`src/rtl/dcache_pkg.sv`:
```
// rtl/dcache_pkg.sv - shared parameters, address slices and FSM states for the data cache controller
package dcache_pkg;

   localparam int TAG_W     = 23;
   localparam int IDX_W     = 4;
   localparam int LINE_W    = 256;
   localparam int WSEL_W    = 3;
   localparam int VALID_BIT = 24;
   localparam int DIRTY_BIT = 23;

   typedef enum logic [2:0] {
      ST_IDLE,
      ST_MISS,
      ST_WRITEBACK,
      ST_REFILL,
      ST_REFILL_DONE
   } state_t;

   function automatic logic [TAG_W-1:0] addr_tag(input logic [31:0] addr);
      return addr[31:9];
   endfunction

   function automatic logic [IDX_W-1:0] addr_idx(input logic [31:0] addr);
      return addr[8:5];
   endfunction

   function automatic logic [WSEL_W-1:0] addr_word(input logic [31:0] addr);
      return addr[4:2];
   endfunction

endpackage

```
`src/rtl/dcache_word_merge.sv`:
```
// rtl/dcache_word_merge.sv - word extract and word insert on one cache line
module dcache_word_merge
   import dcache_pkg::*;
(
   input  logic [LINE_W-1:0] line_i,
   input  logic [WSEL_W-1:0] word_i,
   input  logic [31:0]       wdata_i,
   output logic [31:0]       rdata_o,
   output logic [LINE_W-1:0] line_o
);

   logic [7:0] bit_base;

   assign bit_base = {word_i, 5'b0};

   // Load path: pick the addressed 32-bit word out of the line.
   always_comb begin
      rdata_o = line_i[bit_base +: 32];
   end

   // Store path: same line with the addressed word replaced.
   always_comb begin
      line_o = line_i;
      line_o[bit_base +: 32] = wdata_i;
   end

endmodule

```
`src/rtl/dcache_ctrl.sv`:
```
// rtl/dcache_ctrl.sv - data cache control stage: hit service and write-back/write-allocate miss FSM
module dcache_ctrl
   import dcache_pkg::*;
(
   input  logic              clk_i,
   input  logic              rst_i,
   input  logic [31:0]       cpu_addr_i,
   input  logic [31:0]       cpu_data_i,
   input  logic              cpu_MemRead_i,
   input  logic              cpu_MemWrite_i,
   output logic [31:0]       cpu_data_o,
   output logic              cpu_stall_o,
   output logic [31:0]       mem_addr_o,
   output logic [LINE_W-1:0] mem_data_o,
   output logic              mem_enable_o,
   output logic              mem_write_o,
   input  logic [LINE_W-1:0] mem_data_i,
   input  logic              mem_ack_i,
   output logic [IDX_W-1:0]  sram_idx_o,
   output logic [24:0]       sram_tag_o,
   output logic [LINE_W-1:0] sram_data_o,
   output logic              sram_enable_o,
   output logic              sram_write_o,
   input  logic [24:0]       sram_tag_i,
   input  logic [LINE_W-1:0] sram_data_i,
   input  logic              sram_hit_i
);

   state_t            state;
   state_t            state_nx;
   logic              req;
   logic              idle_live;
   logic              miss_start;
   logic              victim_dirty;
   logic [TAG_W-1:0]  tag;
   logic [IDX_W-1:0]  idx;
   logic [WSEL_W-1:0] word_sel;
   logic [31:0]       line_addr;
   logic [31:0]       victim_addr;
   logic [31:0]       rd_word;
   logic [LINE_W-1:0] merged_line;
   logic [1:0]        addr_unused;

   assign addr_unused  = cpu_addr_i[1:0];
   assign req          = cpu_MemRead_i | cpu_MemWrite_i;
   assign tag          = addr_tag(cpu_addr_i);
   assign idx          = addr_idx(cpu_addr_i);
   assign word_sel     = addr_word(cpu_addr_i);
   assign line_addr    = {cpu_addr_i[31:5], 5'b0};
   assign victim_addr  = {sram_tag_i[TAG_W-1:0], idx, 5'b0};
   assign victim_dirty = sram_tag_i[VALID_BIT] & sram_tag_i[DIRTY_BIT];
   // Reset is asynchronous, so the combinational outputs are gated by it too.
   assign idle_live    = (state == ST_IDLE) & ~rst_i;
   assign miss_start   = idle_live & req & ~sram_hit_i;
   assign sram_idx_o   = idx;

   dcache_word_merge u_merge (
      .line_i  (sram_data_i),
      .word_i  (word_sel),
      .wdata_i (cpu_data_i),
      .rdata_o (rd_word),
      .line_o  (merged_line)
   );

   // State register.
   always_ff @(posedge clk_i or posedge rst_i) begin
      if (rst_i) state <= ST_IDLE;
      else       state <= state_nx;
   end

   // Next-state: miss goes through optional write-back, then refill, then back to lookup.
   always_comb begin
      state_nx = state;
      case (state)
         ST_IDLE:        if (miss_start) state_nx = ST_MISS;
         ST_MISS:        state_nx = mem_write_o ? ST_WRITEBACK : ST_REFILL;
         ST_WRITEBACK:   if (mem_ack_i) state_nx = ST_REFILL;
         ST_REFILL:      if (mem_ack_i) state_nx = ST_REFILL_DONE;
         ST_REFILL_DONE: state_nx = ST_IDLE;
         default:        state_nx = ST_IDLE;
      endcase
   end

   // Memory request registers: victim decision is captured when the miss is first seen.
   always_ff @(posedge clk_i or posedge rst_i) begin
      if (rst_i) begin
         mem_enable_o <= 1'b0;
         mem_write_o  <= 1'b0;
         mem_addr_o   <= '0;
         mem_data_o   <= '0;
      end else begin
         case (state)
            ST_IDLE: begin
               if (miss_start) begin
                  mem_enable_o <= 1'b1;
                  if (victim_dirty) begin
                     mem_write_o <= 1'b1;
                     mem_addr_o  <= victim_addr;
                     mem_data_o  <= sram_data_i;
                  end else begin
                     mem_write_o <= 1'b0;
                     mem_addr_o  <= line_addr;
                  end
               end
            end
            ST_WRITEBACK: begin
               if (mem_ack_i) begin
                  mem_write_o <= 1'b0;
                  mem_addr_o  <= line_addr;
               end
            end
            ST_REFILL: begin
               if (mem_ack_i) mem_enable_o <= 1'b0;
            end
            default: ;
         endcase
      end
   end

   // Outputs to CPU and SRAM: hit service in IDLE, line install on refill completion.
   always_comb begin
      cpu_stall_o   = miss_start | (~rst_i & (state != ST_IDLE));
      cpu_data_o    = '0;
      sram_enable_o = 1'b0;
      sram_write_o  = 1'b0;
      sram_tag_o    = {2'b00, tag};
      sram_data_o   = sram_data_i;
      if (idle_live && req) begin
         sram_enable_o = 1'b1;
         if (sram_hit_i) begin
            cpu_data_o = rd_word;
            if (cpu_MemWrite_i) begin
               sram_write_o = 1'b1;
               sram_tag_o   = {2'b11, tag};
               sram_data_o  = merged_line;
            end
         end
      end else if (state == ST_REFILL && mem_ack_i && !rst_i) begin
         sram_enable_o = 1'b1;
         sram_write_o  = 1'b1;
         sram_tag_o    = {2'b10, tag};
         sram_data_o   = mem_data_i;
      end
   end

endmodule

```
`config.mk`:
```
export PLATFORM = sky130hd
export DESIGN_NAME = dcache_ctrl
export DESIGN_NICKNAME = d
export VERILOG_FILES = /design/src/rtl/dcache_pkg.sv /design/src/rtl/dcache_word_merge.sv /design/src/rtl/dcache_ctrl.sv
export SDC_FILE = /design/constraint.sdc
export NUM_CORES = 1
export LEC_CHECK = 0
export BUFFER_PORTS_ARGS = -buffer_cell sky130_fd_sc_hd__buf_2
export CORE_AREA = 2 2 472 474
export DETAILED_ROUTE_END_ITERATION = 10
export DIE_AREA = 0 0 474 476
export GPL_TIMING_DRIVEN = 0
export MAX_ROUTING_LAYER = met4
export PLACE_DENSITY = 0.32
export SKIP_LAST_GASP = 1
export SYNTH_ARGS = -nofsm -noshare
export SYNTH_HDL_FRONTEND = slang
export SYNTH_SLANG_ARGS = --single-unit
```
`constraint.sdc`:
```
create_clock -name clk_i -period 19.1 [get_ports clk_i]
set_input_delay 3.82 -clock clk_i [delete_from_list [all_inputs] [get_ports clk_i]]
set_output_delay 3.82 -clock clk_i [all_outputs]
set_load 0.05 [all_outputs]
```
==> impl_metrics.ini <==
[floorplanning]
core_region_area_sq_um = 221000
start_util_pct = 8.42
fp.dieArea_sq_um = 226000
row_count = 173
die_y_um = 476
die_width_um = 474
io-pin-count = 1217

[global_routing]
grt_remaining_overflow = 0
gr-usage-all-layers_pct = 21.4
antenna_found_initial = 131
pin_count_of_the_biggest_net_entering_global_routing = 95
first_global_vias = 22800
wire_length_of_the_first_global_routing_pass_um = 293000

[worst_setup_path]
criticalPathCategory = input pin to primary output
timing.critical_path.arrival_ns = 9.88
cp_slowest_cell = sky130_fd_sc_hd__clkbuf_1
crit_fanout = 11
critical-path-top-cell-by-count = sky130_fd_sc_hd__clkbuf_1
timing.critical_path.to_type = primary output
crit_path_start_kind = input pin
critical_path.cell_chain = clkbuf_1, clkinv_1, clkbuf_1, ha_1, o311a_1, clkbuf_1, a31o_2, clkbuf_1, o221ai_1, buf_2
critPathMaxStageDelay_ns = 0.88
required_ns = 15.28

[final_layout]
flow.area_growth_from_synthesis_pct = 64.2
area_of_all_placed_cells_without_fillers_sq_um = 30500
sequential_cell_area_sq_um = 7210
fin_nets = 3601
post_route_cells_drive_above_1_share_pct = 59.0
n_fill_cell = 25500
multiInputGateArea_sq_um = 10200

[timing]
max-slew-margin-rel_pct = 1.17
setup_repair_after_global_routing_missed_its_margin = no
timing.setup.tns_ns = 0
drv_slew = 0
final_hold_viol_count = 0
finalCritPeriodShare_pct = 71.7
setup_viol_count_final = 0
worstMarginPinSlew_ns = 1.48
timing.clock.skew_ns = 0.0428
maxClockFrequency_ghz = 0.0730
period_minus_slack_ns = 13.70

[route]
drt-pass1-iter-count = 7
dr_total_vias = 22700
drtAntennaViolNets = 0
initialDrtViolationCount = 1751
post-route-drc-count = 0
vias_per_cell = 3.73
routed_wire_length_per_instance_um = 40.1
drt-total-wl_um = 244000

[placed_design]
place.gp.congestion = 0.885
dp.final_hpwl_um = 204000
numPortBuffers = 1208
placedInstanceArea_sq_um = 28700

[power_and_ir_drop]
power-per-cell-area_nw_per_um2 = 145
finalPower_uw = 4430
power.static_leakage_uw = 0.0151
peakVddDrop_mv = 0.0683

[synthesis]
postSynthRegisterBits = 288
ys_top_cells_by_area = sky130_fd_sc_hd__dfrtp_1 39%, sky130_fd_sc_hd__mux2_2 17%, sky130_fd_sc_hd__mux4_2 7.8%, sky130_fd_sc_hd__a221o_1 3.4%, sky130_fd_sc_hd__nand2_1 3.3%
synth-compound-area-share_pct = 16.7
post-synth-top-area-fraction_pct = 38.8
synth_top_family_by_area = multiplexers
seq_area_frac_synth_pct = 38.8
ys.flop_type = sky130_fd_sc_hd__dfrtp_1
number_of_cells_produced_by_synthesis = 1714
syn-mean-instance-area_sq_um = 10.9
post_synth_mux_area_share_pct = 26.7
synthXorXnorAreaFrac_pct = 0.0471
synth_common_cells = 288 x sky130_fd_sc_hd__dfrtp_1, 287 x sky130_fd_sc_hd__mux2_2, 164 x sky130_fd_sc_hd__nand2_1, 110 x sky130_fd_sc_hd__clkbuf_1
adder_cell_share_of_the_synthesized_area_pct = 0.404
cell_taking_the_most_area_after_synthesis = sky130_fd_sc_hd__dfrtp_1
synth.most_common_cell = sky130_fd_sc_hd__dfrtp_1
number_of_flops_mapped_to_enable_cells_by_yosys = 0
async_reset_ff_share_pct = 100
yosys_warnings = 0
syn_std_cell_area_sq_um = 18600
synth_simple_gate_area_share_pct = 10.7
synth.lib_cells_used.distinct = 48

[cts]
postCtsHoldBufs = 0
clk_transition_reported_paths_ns = 0.06
post_cts_buffers = 0
tritoncts_num_sinks = 288
clk_path_buf_depth = 3
cts_tree = yes
numCtsBuffers = 45
cts_root_buffer = sky130_fd_sc_hd__clkbuf_16
clk-insertion-delay-late_ns = 0.69
htree_levels = 2
post_cts.resized_instances = 0

[flow_run]
maxCapViolCount = 0

[worst_hold_path]
worst_hold_path_type = flip-flop to flip-flop

[run_status]
result_of_the_run = finished clean
-- worst max-delay path, delay by kind of cell --
family / cells / cell delay, ns
buffers and inverters: 6 / 4.25
AO/OA/AOI/OAI: 3 / 1.18
adder cells (fa/ha/maj): 1 / 0.55
-- cell type report --
cell class / instances / share of cell area, %
Clock buffer: 62 / 4.19
Tap cell: 2975 / 12.2
Sequential cell: 288 / 23.6
Multi-Input combinational cell: 1168 / 33.4
Inverter: 70 / 0.885
Buffer: 192 / 3.36
Clock inverter: 20 / 0.893
Timing Repair Buffer: 1223 / 20.8
Antenna cell: 87 / 0.713
-- layout by cell type, fill, tap and decap left out, types with 33 or more instances in the layout --
cell,netlist,layout
sky130_fd_sc_hd__dfrtp_1,288,288
sky130_fd_sc_hd__and3_1,62,62
sky130_fd_sc_hd__nand3_1,33,33
sky130_fd_sc_hd__and2_1,63,63
sky130_fd_sc_hd__a21oi_1,39,39
sky130_fd_sc_hd__mux2_2,287,287
sky130_fd_sc_hd__buf_2,11,1223
sky130_fd_sc_hd__a211o_1,63,63
sky130_fd_sc_hd__diode_2,0,87
sky130_fd_sc_hd__clkbuf_1,110,88
sky130_fd_sc_hd__a221o_1,63,63
sky130_fd_sc_hd__o221ai_1,64,64
sky130_fd_sc_hd__a22o_1,64,64
sky130_fd_sc_hd__a21o_1,68,68
sky130_fd_sc_hd__mux4_2,64,64
sky130_fd_sc_hd__inv_1,69,68
sky130_fd_sc_hd__clkbuf_16,0,45
sky130_fd_sc_hd__buf_4,56,57
sky130_fd_sc_hd__nand2_1,164,164
sky130_fd_sc_hd__nor2_1,69,69
-- per-layer routing --
| metal | up-vias | part of all wire, % | track usage, % |
|---|---|---|---|
| li1 | 9070 | - | - |
| met1 | 11700 | 36 | 22.3 |
| met2 | 1592 | 50 | 37.2 |
| met3 | 354 | 9.4 | 7.24 |
| met4 | 0 | 4.0 | 8.00 |
| met5 | - | 0 | - |
-- through the flow --
stage | std cells | hold WS (ns) | setup WS (ns) | utilization (%)
floorplan | 1718 | 0.644 | 7.33 | -
global placement | 5901 | 0.485 | 0.717 | 12.8
detailed placement | 5915 | 0.486 | 4.63 | 13.0
CTS | 5997 | 0.503 | 4.72 | 13.7
global route | 6056 | 0.510 | 5.01 | 13.8
finish | 6085 | 0.501 | 5.40 | 13.8
-- state kept, by name, summed over array words and instances, names as in the netlist --
register      count
mem_data_o      256
mem_enable_o      1
state             3
mem_write_o       1
mem_addr_o       27
-- cells by family after synthesis --
kind of cell    after synthesis
other cells                   1
simple gates                414
fa+ha+maj                     6
xor+xnor                      1
mux                         370
buf+inv                     262
compound gates              372
flops                       288
-- final timing paths --
check                                 from  slack [ns]         endpoint  cells after the start
setup / recovery             cpu_addr_i[4]        5.40  sram_data_o[53]                     10
hold / removal             mem_data_o[129]        0.50  mem_data_o[129]                      1
setup reg to reg                  state[2]       15.31  mem_data_o[193]                      9
hold reg to reg            mem_data_o[129]        0.50  mem_data_o[129]                      1
max in group asynchronous            rst_i       14.48  mem_data_o[174]                      4
min in group asynchronous            rst_i        3.15   mem_addr_o[27]                      2
-- where the power goes --
part           internal, uW  switching [uW]
Sequential              840             118
Combinational           597            1960
Clock                   527             394
Total                  1960            2470
Note: power is estimated with default switching activity, not from simulation.
